<file path="config.mk">
export PLATFORM = sky130hd
export DESIGN_NAME = bus_arbiter
export DESIGN_NICKNAME = d
export VERILOG_FILES = /design/src/rtl/bus_arbiter.sv
export SDC_FILE = /design/constraint.sdc
export NUM_CORES = 1
export LEC_CHECK = 0
export CAP_MARGIN = 20
export CELL_PAD_IN_SITES_DETAIL_PLACEMENT = 0
export CELL_PAD_IN_SITES_GLOBAL_PLACEMENT = 1
export CORE_ASPECT_RATIO = 1.75
export CORE_MARGIN = 5
export CORE_UTILIZATION = 35
export CTS_BUF_LIST = sky130_fd_sc_hd__clkbuf_8
export DETAILED_ROUTE_END_ITERATION = 10
export GPL_ROUTABILITY_DRIVEN = 0
export HOLD_SLACK_MARGIN = 0.05
export PLACE_DENSITY_LB_ADDON = 0.1
export SLEW_MARGIN = 20
export SYNTH_ARGS = -nofsm -noshare
export SYNTH_HDL_FRONTEND = slang
export SYNTH_SLANG_ARGS = --single-unit
</file>
<file path="constraint.sdc">
create_clock -name clk -period 16.05 [get_ports clk]
set_input_delay 4.0125 -clock clk [delete_from_list [all_inputs] [get_ports clk]]
set_output_delay 4.0125 -clock clk [all_outputs]
set_load 0.005 [all_outputs]
</file>
<file path="src/rtl/bus_arbiter.sv">
// Single-port memory arbiter for the ToruMIPS core: one external bus shared by
// instruction fetch and MEM-stage data access, with wait-state timeout and stall vector.
module bus_arbiter #(
    parameter int ADDR_W   = 32,
    parameter int DATA_W   = 32,
    parameter int MAX_WAIT = 16
) (
    input  logic              clk,
    input  logic              rst,

    input  logic              if_req_i,
    input  logic [ADDR_W-1:0] if_addr_i,
    output logic [DATA_W-1:0] if_data_o,
    output logic              if_ack_o,

    input  logic              mem_req_i,
    input  logic              mem_we_i,
    input  logic [3:0]        mem_sel_i,
    input  logic [ADDR_W-1:0] mem_addr_i,
    input  logic [DATA_W-1:0] mem_wdata_i,
    output logic [DATA_W-1:0] mem_rdata_o,
    output logic              mem_ack_o,

    output logic              bus_cyc_o,
    output logic              bus_we_o,
    output logic [3:0]        bus_sel_o,
    output logic [ADDR_W-1:0] bus_addr_o,
    output logic [DATA_W-1:0] bus_wdata_o,
    input  logic [DATA_W-1:0] bus_rdata_i,
    input  logic              bus_ack_i,

    output logic [5:0]        stall_o,
    output logic              err_o
);

    typedef enum logic [1:0] {
        IDLE,
        IF_ACC,
        MEM_ACC
    } state_t;

    localparam logic [7:0] WAIT_LIMIT = 8'(MAX_WAIT);

    localparam logic [5:0] STALL_NONE  = 6'b000000;
    localparam logic [5:0] STALL_FETCH = 6'b000111;
    localparam logic [5:0] STALL_DATA  = 6'b011111;

    state_t     state;
    logic [7:0] wait_cnt;
    logic       mem_go;
    logic       if_go;
    logic       timeout;

    // A requester whose ack is on the outputs this cycle is not eligible, so a
    // request still held high through its ack cycle is not issued a second time.
    assign mem_go = mem_req_i && !mem_ack_o;
    assign if_go  = if_req_i  && !if_ack_o;

    // wait_cnt counts completed wait cycles; an ack arriving in the same cycle
    // the count has reached the limit still wins over the abort.
    assign timeout = !bus_ack_i && (wait_cnt == WAIT_LIMIT);

    always_ff @(posedge clk or posedge rst) begin
        if (rst) begin
            state       <= IDLE;
            wait_cnt    <= '0;
            if_data_o   <= '0;
            if_ack_o    <= 1'b0;
            mem_rdata_o <= '0;
            mem_ack_o   <= 1'b0;
            bus_cyc_o   <= 1'b0;
            bus_we_o    <= 1'b0;
            bus_sel_o   <= '0;
            bus_addr_o  <= '0;
            bus_wdata_o <= '0;
            err_o       <= 1'b0;
        end else begin
            // NOTE: registered state uses non-blocking assignments so every
            // branch below sees the pre-edge values of the outputs it tests.
            if_ack_o    <= 1'b0;
            mem_ack_o   <= 1'b0;
            err_o       <= 1'b0;
            if_data_o   <= '0;
            mem_rdata_o <= '0;

            case (state)
                IDLE: begin
                    wait_cnt <= '0;
                    if (mem_go) begin
                        bus_cyc_o   <= 1'b1;
                        bus_we_o    <= mem_we_i;
                        bus_sel_o   <= mem_sel_i;
                        bus_addr_o  <= mem_addr_i;
                        bus_wdata_o <= mem_wdata_i;
                        state       <= MEM_ACC;
                    end else if (if_go) begin
                        bus_cyc_o  <= 1'b1;
                        bus_we_o   <= 1'b0;
                        bus_sel_o  <= 4'b1111;
                        bus_addr_o <= if_addr_i;
                        state      <= IF_ACC;
                    end
                end

                IF_ACC, MEM_ACC: begin
                    if (bus_ack_i || timeout) begin
                        bus_cyc_o <= 1'b0;
                        bus_we_o  <= 1'b0;
                        bus_sel_o <= '0;
                        err_o     <= !bus_ack_i;
                        state     <= IDLE;
                        if (state == MEM_ACC) begin
                            mem_ack_o   <= 1'b1;
                            mem_rdata_o <= bus_ack_i ? bus_rdata_i : '0;
                        end else begin
                            if_ack_o  <= 1'b1;
                            if_data_o <= bus_ack_i ? bus_rdata_i : '0;
                        end
                    end else begin
                        wait_cnt <= wait_cnt + 8'd1;
                    end
                end

                default: state <= IDLE;
            endcase
        end
    end

    // A pending data access also freezes the fetch-side stages.
    always_comb begin
        // NOTE: the default assignment first keeps this block free of latches.
        stall_o = STALL_NONE;
        if (!rst) begin
            if (mem_go) begin
                stall_o = STALL_DATA;
            end else if (if_go) begin
                stall_o = STALL_FETCH;
            end
        end
    end

endmodule

</file>
Word level (Yosys, flattened, before mapping)
Index checks and enable logic that the tools add are counted.
{"block": "op_classes", "n_eq_ne": 6, "reduce_logical": 16, "addsub": 1, "muxes": 37}
{"cell": "2-to-1 mux 32 bit", "n": 9}
{"cell": "one-hot mux 8 bit (2 select lines)", "n": 1}
{"cell": "2-to-1 mux 1 bit", "n": 13}
{"cell": "2-to-1 mux 4 bit", "n": 3}
{"cell": "2-to-1 mux 5 bit", "n": 2}
{"cell": "adder 8 x 1 -> 8 bit, second input constant", "n": 1}
{"cell": "== test 8 x 5 -> 1 bit, second input constant", "n": 1}
{"cell": "2-to-1 mux 8 bit", "n": 1}
{"cell": "one-hot mux 4 bit (2 select lines)", "n": 1}
{"cell": "AND reduction 2 bit", "n": 4}
{"cell": "2-to-1 mux 2 bit", "n": 3}
{"cell": "!= test 2 bit, second input constant", "n": 2}
{"cell": "one-hot mux 1 bit (2 select lines)", "n": 2}
{"cell": "one-hot mux 2 bit (2 select lines)", "n": 1}
{"cell": "nonzero test 2 bit", "n": 2}
{"cell": "logical AND 1 bit", "n": 3}
{"cell": "zero test 1 bit", "n": 3}
{"cell": "2-to-1 mux 3 bit", "n": 1}
{"cell": "!= test 3 bit, second input constant", "n": 1}
{"cell": "AND reduction 3 bit", "n": 1}
{"cell": "== test 2 x 1 -> 1 bit, second input constant", "n": 1}
{"cell": "== test 2 bit, second input constant", "n": 1}
{"cell": "zero test 2 bit", "n": 1}
{"cell": "OR reduction 2 bit", "n": 1}
{"cell": "logical OR 1 bit", "n": 1}
{"block": "totals", "register_bits": 147, "in_bits": 138, "elab_cells": 72, "out_inout_bits": 143}

Longest topological paths before layout
Gate-level depths: netlist of the first run.
{"block": "logic_depth", "depth_word": 5, "depth_mapped": 7, "ltp_nobuf": 5}

Worst setup path before layout of the first run
OpenSTA, ideal clock, no wires.
{"block": "synth_path", "path_type": "in2out", "start": "input port mem_req_i", "end": "output port stall_o[1]", "required_ns": 12.037, "t_arrival_ns": 4.808, "path_slack_ns": 7.229, "stages": 4, "n_path_buf": 2, "cell_sequence": "nand2b_1 -> buf_1 -> a21oi_1 -> buf_4"}
{"block": "synth_via", "elab_chain_cells": 3}
{"element": "from (decl)", "line": "16", "text": "input logic mem_req_i,"}
{"element": "logical AND 1 bit", "line": "56", "text": "assign mem_go = mem_req_i && !mem_ack_o;"}
{"element": "2-to-1 mux 5 bit", "line": "134", "text": "if (mem_go) begin"}
{"element": "2-to-1 mux 5 bit", "line": "133", "text": "if (!rst) begin"}
{"element": "to (decl)", "line": "32", "text": "output logic [5:0] stall_o,"}
Every way passes these cells.

Worst setup path in the final report of the first run
{"block": "layout_path", "start": "input port mem_req_i", "end": "output port stall_o[0]"}
Same word-level chain as after synthesis.

==> results of run 1 <==
-- sequential cells by signal (all words and copies together), names as in the netlist, 2 cells and up --
| name | flops |
|---|---|
| wait_cnt | 8 |
| if_data_o | 32 |
| bus_sel_o | 4 |
| bus_wdata_o | 32 |
| mem_rdata_o | 32 |
| bus_addr_o | 32 |
| state | 2 |
-- layout by cell type (no fill, tap or decap), types with 6 or more instances in the layout --
cell / n
nand2_1: 39
nand2b_1: 8
nor2_1: 69
mux2_2: 96
clkdlybuf4s50_1: 279
mux2i_1: 8
nor2b_1: 6
inv_1: 10
dfrtp_1: 147
a21oi_1: 7
inv_6: 6
clkbuf_8: 17
-- cell families after synthesis --
family,count (synthesis)
mux,105
compound gates,29
fa+ha+maj,4
buf+inv,41
other cells,1
flops,147
simple gates,142
-- metal layers --
layer | global-route usage (%) | vias up
li1 | - | 2128
met1 | 18.8 | 2217
met2 | 31.8 | 184
met3 | 6.19 | 21
met4 | 6.52 | 0
met5 | 0 | -
-- synth_stat cells (2+ instances only) --
library cell,number,share of area (%)
nand2b_1,8,0.84
mux2i_1,8,1.3
dfrtp_1,147,62
a21oi_1,7,0.59
nand4_1,2,0.21
o31ai_1,3,0.38
inv_1,10,0.63
nor2b_1,7,0.73
a41oi_1,4,0.59
nor3b_1,5,0.63
o221ai_1,4,0.59
buf_2,13,1.1
nor2_1,69,4.3
nand2_1,39,2.5
a211oi_1,2,0.25
nand4b_1,2,0.29
o211ai_1,3,0.38
clkbuf_1,10,0.63
nand3_1,2,0.17
buf_4,4,0.50
ha_1,4,0.84
buf_1,4,0.25
mux2_2,96,18
-- report_power, final --
group	total, mW	internal [mW]	switching (mW)
logic	0.627	0.376	0.252
registers	0.551	0.491	0.0599
clock network	0.286	0.140	0.146
total	1.46	1.01	0.458
-- area by class of cell --
cell class              count  share of cell area, %
flip-flops and latches    147                   39.4
repair buffers            284                   30.3
well taps                 227                   3.04
clock inverters            14                   1.63
diodes                      1                 0.0268
clock buffers              17                   2.51
multi-input cells         281                   22.6
inverters                  10                  0.456
-- through the flow --
step	total power, mW	instance area [µm²]
after floorplan	0.839	5960
after global placement	1.19	8950
after detailed placement	1.20	8950
after CTS	1.49	9340
after global routing	1.56	9340
final	1.46	9340
-- worst max-delay path by stage --
stage / from / end
finish: mem_req_i / stall_o[0]
global placement: mem_req_i / stall_o[0]
floorplan: mem_req_i / stall_o[1]
global route: mem_req_i / stall_o[1]
detailed placement: mem_req_i / stall_o[0]
CTS: mem_req_i / stall_o[0]
==> impl_metrics.json, run 1 <==
{
  "cpPeakStageDelay_ns": 0.55,
  "path_delay_family": "buffers and inverters",
  "synthArstFlopShare_pct": 100,
  "die_w_um": 109,
  "clk_pin_slew_ns": 0.08,
  "drc": 0,
  "cp-end-kind": "output pin",
  "avgSynthCellArea_um2": 12.7,
  "cts_root_buf": "clkbuf_8",
  "muxShareOfSynthArea_pct": 19.7,
  "cp_cell_sequence": "clkdlybuf4s50_1 > nand2b_1 > a21oi_1 > clkdlybuf4s50_1",
  "ys_warn_count": 0,
  "holdPathStages": 1,
  "reg2reg_slack_ns": 13.39,
  "final_util_pct": 55.4,
  "leakagePower_nw": 3.98,
  "synth_compound_area_share_pct": 3.78,
  "cp_slowest_cell": "clkdlybuf4s50_1",
  "hpwlAfterDp_um": 13300,
  "fin_crit_sh_pct": 61.2,
  "synth_top_family_by_area": "multiplexers",
  "grt_usage_pct": 17.7,
  "dpl_worst_slack_ns": 6.22,
  "synth-simple-area-share_pct": 10.8,
  "syn_area_um2": 5960,
  "min_to": "bus_wdata_o[28]",
  "hold_slack_ns": 0.508,
  "final_hold_viol_count": 0,
  "rsz0062_at_grt": "false",
  "clk_latency_ns": 0.43,
  "cts_hold_buf": 0,
  "timing.rr.start": "state[0]",
  "wl_met2_um": 9270,
  "grt_max_degree": 77,
  "netlist-cell-type-count": 39,
  "fmax_mhz": 102,
  "cts_buffer_depth": 2,
  "num_io_pins": 281,
  "synthToLayoutAreaGrowth_pct": 56.6,
  "cp.arrival_ns": 5.81,
  "crit_type": "input port to output pin",
  "multi_input_area_um2": 2110,
  "num_rows": 63,
  "cts_tree": "built",
  "layoutNonFillerInstCount": 981,
  "vias": 4550,
  "wirelength_um": 17500,
  "drt_first_iter_violations": 69,
  "reg2reg_depth": 5,
  "dp.cells": 949,
  "min_path_type": "register to register",
  "vias_per_cell": 4.64,
  "numCtsBuffers": 17,
  "h-tree-depth": 4,
  "syn_nets": 611,
  "maxSlewHeadroom_pct": 28.0,
  "seqCellArea_um2": 3680,
  "cts-resized-gates": 0,
  "postCtsSetupBuffers": 0,
  "post_drt_wl_per_cell_um": 17.8,
  "cp_num_buf_inv": 2,
  "grt_first_pass_wirelength_um": 27100,
  "io_buffers": 279,
  "die_area_um2": 19800,
  "worst_path_most_repeated_cell": "clkdlybuf4s50_1",
  "crit_fanout": 13,
  "final.setup_skew_ns": 0.0143,
  "ant_nets": 0,
  "first_global_vias": 4945,
  "timing.final.ws_setup_ns": 6.23,
  "r2r_end": "bus_addr_o[25]",
  "ir_drop_v": 0.0000857,
  "ys.flop_type": "dfrtp_1",
  "core_um2": 16900,
  "outcome": "finished clean",
  "min_from": "bus_wdata_o[28]",
  "start_kind": "input port",
  "detailroute.wirelength.met3_um": 1610,
  "synth_edf_count": 0,
  "drive_above_1_share_pct": 18.6,
  "synth-seq-cells": 147,
  "setup-tns-final_ns": 0,
  "clock-sinks": 147,
  "period_minus_slack_ns": 9.82,
  "p_per_area_nw_per_um2": 157,
  "cp.depth": 4,
  "fin_nets": 883,
  "required_ns": 12.04,
  "antenna_found_initial": 1,
  "max-cap-violations": 0,
  "setup_violations": 0,
  "drt-pass1-iter-count": 4,
  "wl_met1_um": 6160,
  "yosysSeqAreaShare_pct": 61.7,
  "slew_viol_final": 0,
  "die_h_um": 183,
  "highest_layer": "met4",
  "worst_pin_slew_ns": 1.08,
  "start_util_pct": 35.3,
  "syn_inst": 469,
  "synth_fa_ha_area_share_pct": 0.839,
  "synth_xor_area_share_pct": 0,
  "grt-ovfl-total": 0,
  "fill_cells": 1543
}
No activity file was read; power rests on OpenSTA's default activity.
==> run 2: changes to the inputs <==
--- a/config.mk
+++ b/config.mk
@@ -10,7 +10,7 @@
 export CELL_PAD_IN_SITES_GLOBAL_PLACEMENT = 1
 export CORE_ASPECT_RATIO = 1.75
 export CORE_MARGIN = 5
-export CORE_UTILIZATION = 35
+export CORE_UTILIZATION = 32
 export CTS_BUF_LIST = sky130_fd_sc_hd__clkbuf_8
 export DETAILED_ROUTE_END_ITERATION = 10
 export GPL_ROUTABILITY_DRIVEN = 0
==> constraint.sdc (replaced) <==
create_clock -name clk -period 9.8 [get_ports clk]
set_input_delay 2.45 -clock clk [delete_from_list [all_inputs] [get_ports clk]]
set_output_delay 2.45 -clock clk [all_outputs]
set_load 0.005 [all_outputs]
==> run 2 against run 1 <==
Core utilization down 4.7 points. Die area up 8.7%. Cell count up 1.1%. Power up 64%. Global-route usage down 1.5 points. Critical path depth unchanged. Routed wire length down 0.61%. Final area up 0.40%. Via count up 0.44%. Flip-flop and latch count unchanged. Sequential share of layout area down 0.16 points. Worst setup slack worse by 3.1 ns. Critical path type unchanged. Critical endpoint unchanged. Largest power group unchanged.
==> impl_metrics.json, run 2 (same netlist as run 1, synthesis figures left out) <==
{
  "ant_nets": 0,
  "clk_latency_ns": 0.44,
  "clk_pin_slew_ns": 0.08,
  "cts_hold_buf": 0,
  "maxSlewHeadroom_pct": 29.0,
  "reg2reg_depth": 5,
  "final_common_cell": "clkdlybuf4s50_1",
  "io_buffers": 279,
  "die_area_um2": 21600,
  "crit_type": "input port to output pin",
  "cpPeakStageDelay_ns": 0.55,
  "fin_nets": 883,
  "final.setup_skew_ns": 0.0101,
  "core_um2": 18500,
  "crit_fanout": 13,
  "clock-sinks": 147,
  "drt-pass1-iter-count": 4,
  "cp_cell_sequence": "clkdlybuf4s50_1 > nand2b_1 > a21oi_1 > clkdlybuf4s50_1",
  "required_ns": 7.35,
  "postCtsSetupBuffers": 0,
  "start_util_pct": 32.2,
  "min_path_type": "register to register",
  "hpwlAfterDp_um": 13100,
  "stdcell_area_um2": 9380,
  "h-tree-depth": 4,
  "mostFrequentLayoutCells": "279 x clkdlybuf4s50_1, 147 x dfrtp_1, 96 x mux2_2, 69 x nor2_1, 39 x nand2_1",
  "max-cap-violations": 0,
  "worst_pin_slew_ns": 1.06,
  "period_minus_slack_ns": 6.70,
  "vias": 4570,
  "synthToLayoutAreaGrowth_pct": 57.3,
  "slew_viol_final": 0,
  "outcome": "finished clean",
  "grt-ovfl-total": 0,
  "fmax_mhz": 149,
  "drc": 0,
  "cp.arrival_ns": 4.25,
  "fill_cells": 1683,
  "grt_first_pass_wirelength_um": 27000,
  "hold_slack_ns": 0.507,
  "wirelength_um": 17400,
  "p_per_area_nw_per_um2": 257,
  "rsz0062_at_grt": "false",
  "die_h_um": 191,
  "grt_usage_pct": 16.2,
  "cts-resized-gates": 0,
  "clockPowerShare_pct": 20.0,
  "holdPathStages": 1,
  "cts_root_buf": "clkbuf_8",
  "cts_buffer_depth": 2,
  "num_io_pins": 281,
  "die_w_um": 113,
  "switching_share_pct": 30.8,
  "post_drt_wl_per_cell_um": 17.5,
  "setup-tns-final_ns": 0,
  "num_rows": 66,
  "final_hold_viol_count": 0,
  "start_kind": "input port",
  "comb_power_share_pct": 42.7,
  "antenna_found_initial": 0,
  "leakagePower_nw": 4.00,
  "diodes": 0,
  "cts_tree": "built",
  "numCtsBuffers": 17,
  "fin_crit_sh_pct": 68.3,
  "worst_path_most_repeated_cell": "clkdlybuf4s50_1",
  "grt_max_degree": 84,
  "p_int_mw": 1.66,
  "total_power_mw": 2.41,
  "drive_above_1_share_pct": 18.8,
  "cp-end-kind": "output pin",
  "seq_power_share_pct": 37.3,
  "setup_violations": 0,
  "first_global_vias": 4859,
  "drt_first_iter_violations": 121,
  "post_dp_cell_area_um2": 8960,
  "ir_drop_v": 0.000112,
  "cp_slowest_cell": "clkdlybuf4s50_1",
  "vias_per_cell": 4.61,
  "p_switching_mw": 0.742
}
-- run 2: cell count changes in the layout (fill, tap and decap cells not counted), sizes merged --
cell	previous run	this run
diode	1	0
clkinv	3	6
clkinvlp	2	1
clkbuf	17	19
inv	17	14
-- run 2: critical path, delay by kind of cell --
family / cells / cell delay, ns
AO/OA/AOI/OAI: 1 / 0.35
buffers and inverters: 2 / 1.07
AND/OR/NAND/NOR: 1 / 0.37
-- run 2: through the flow --
stage	instances	setup WS, ns	utilization, %
final	992	3.10	50.7
after CTS	992	3.08	50.7
after floorplan	469	3.40	-
after global placement	960	3.15	48.5
after global routing	992	3.00	50.7
after detailed placement	960	3.09	48.5
-- run 2: final timing paths --
| kind | from | to | slack, ns |
|---|---|---|---|
| max reg2reg | state[0] | bus_addr_o[14] | 7.18 |
| max | mem_req_i | stall_o[0] | 3.10 |
| min in group asynchronous | rst | bus_addr_o[2] | 2.51 |
| min reg2reg | bus_wdata_o[20] | bus_wdata_o[20] | 0.51 |
| max in group asynchronous | rst | bus_wdata_o[1] | 6.09 |
| min | bus_wdata_o[20] | bus_wdata_o[20] | 0.51 |
-- run 2: power groups by stage --
stage	logic (mW)	clock network, mW	registers (mW)
finish	1.03	0.481	0.898
global route	1.11	0.527	0.925
CTS	1.05	0.499	0.901
detailed placement	1.05	0	0.914
global placement	1.04	0	0.904
floorplan	0.450	0	0.924
-- run 2: final cells by class --
class / count / area, µm² / share of cell area (%)
Timing Repair Buffer: 284 / 2830 / 30.2
Inverter: 10 / 42.5 / 0.454
Sequential cell: 147 / 3680 / 39.2
Multi-Input combinational cell: 281 / 2110 / 22.5
Tap cell: 238 / 298 / 3.18
Clock inverter: 13 / 148 / 1.57
Clock buffer: 19 / 262 / 2.79
-- run 2: routing by layer --
metal | routed length [µm] | GRT usage (%) | vias up
met5 | 0 | 0 | -
met4 | 301 | 5.41 | 0
met3 | 1660 | 6.89 | 20
met2 | 9140 | 28.4 | 193
met1 | 6260 | 17.3 | 2223
li1 | - | - | 2134
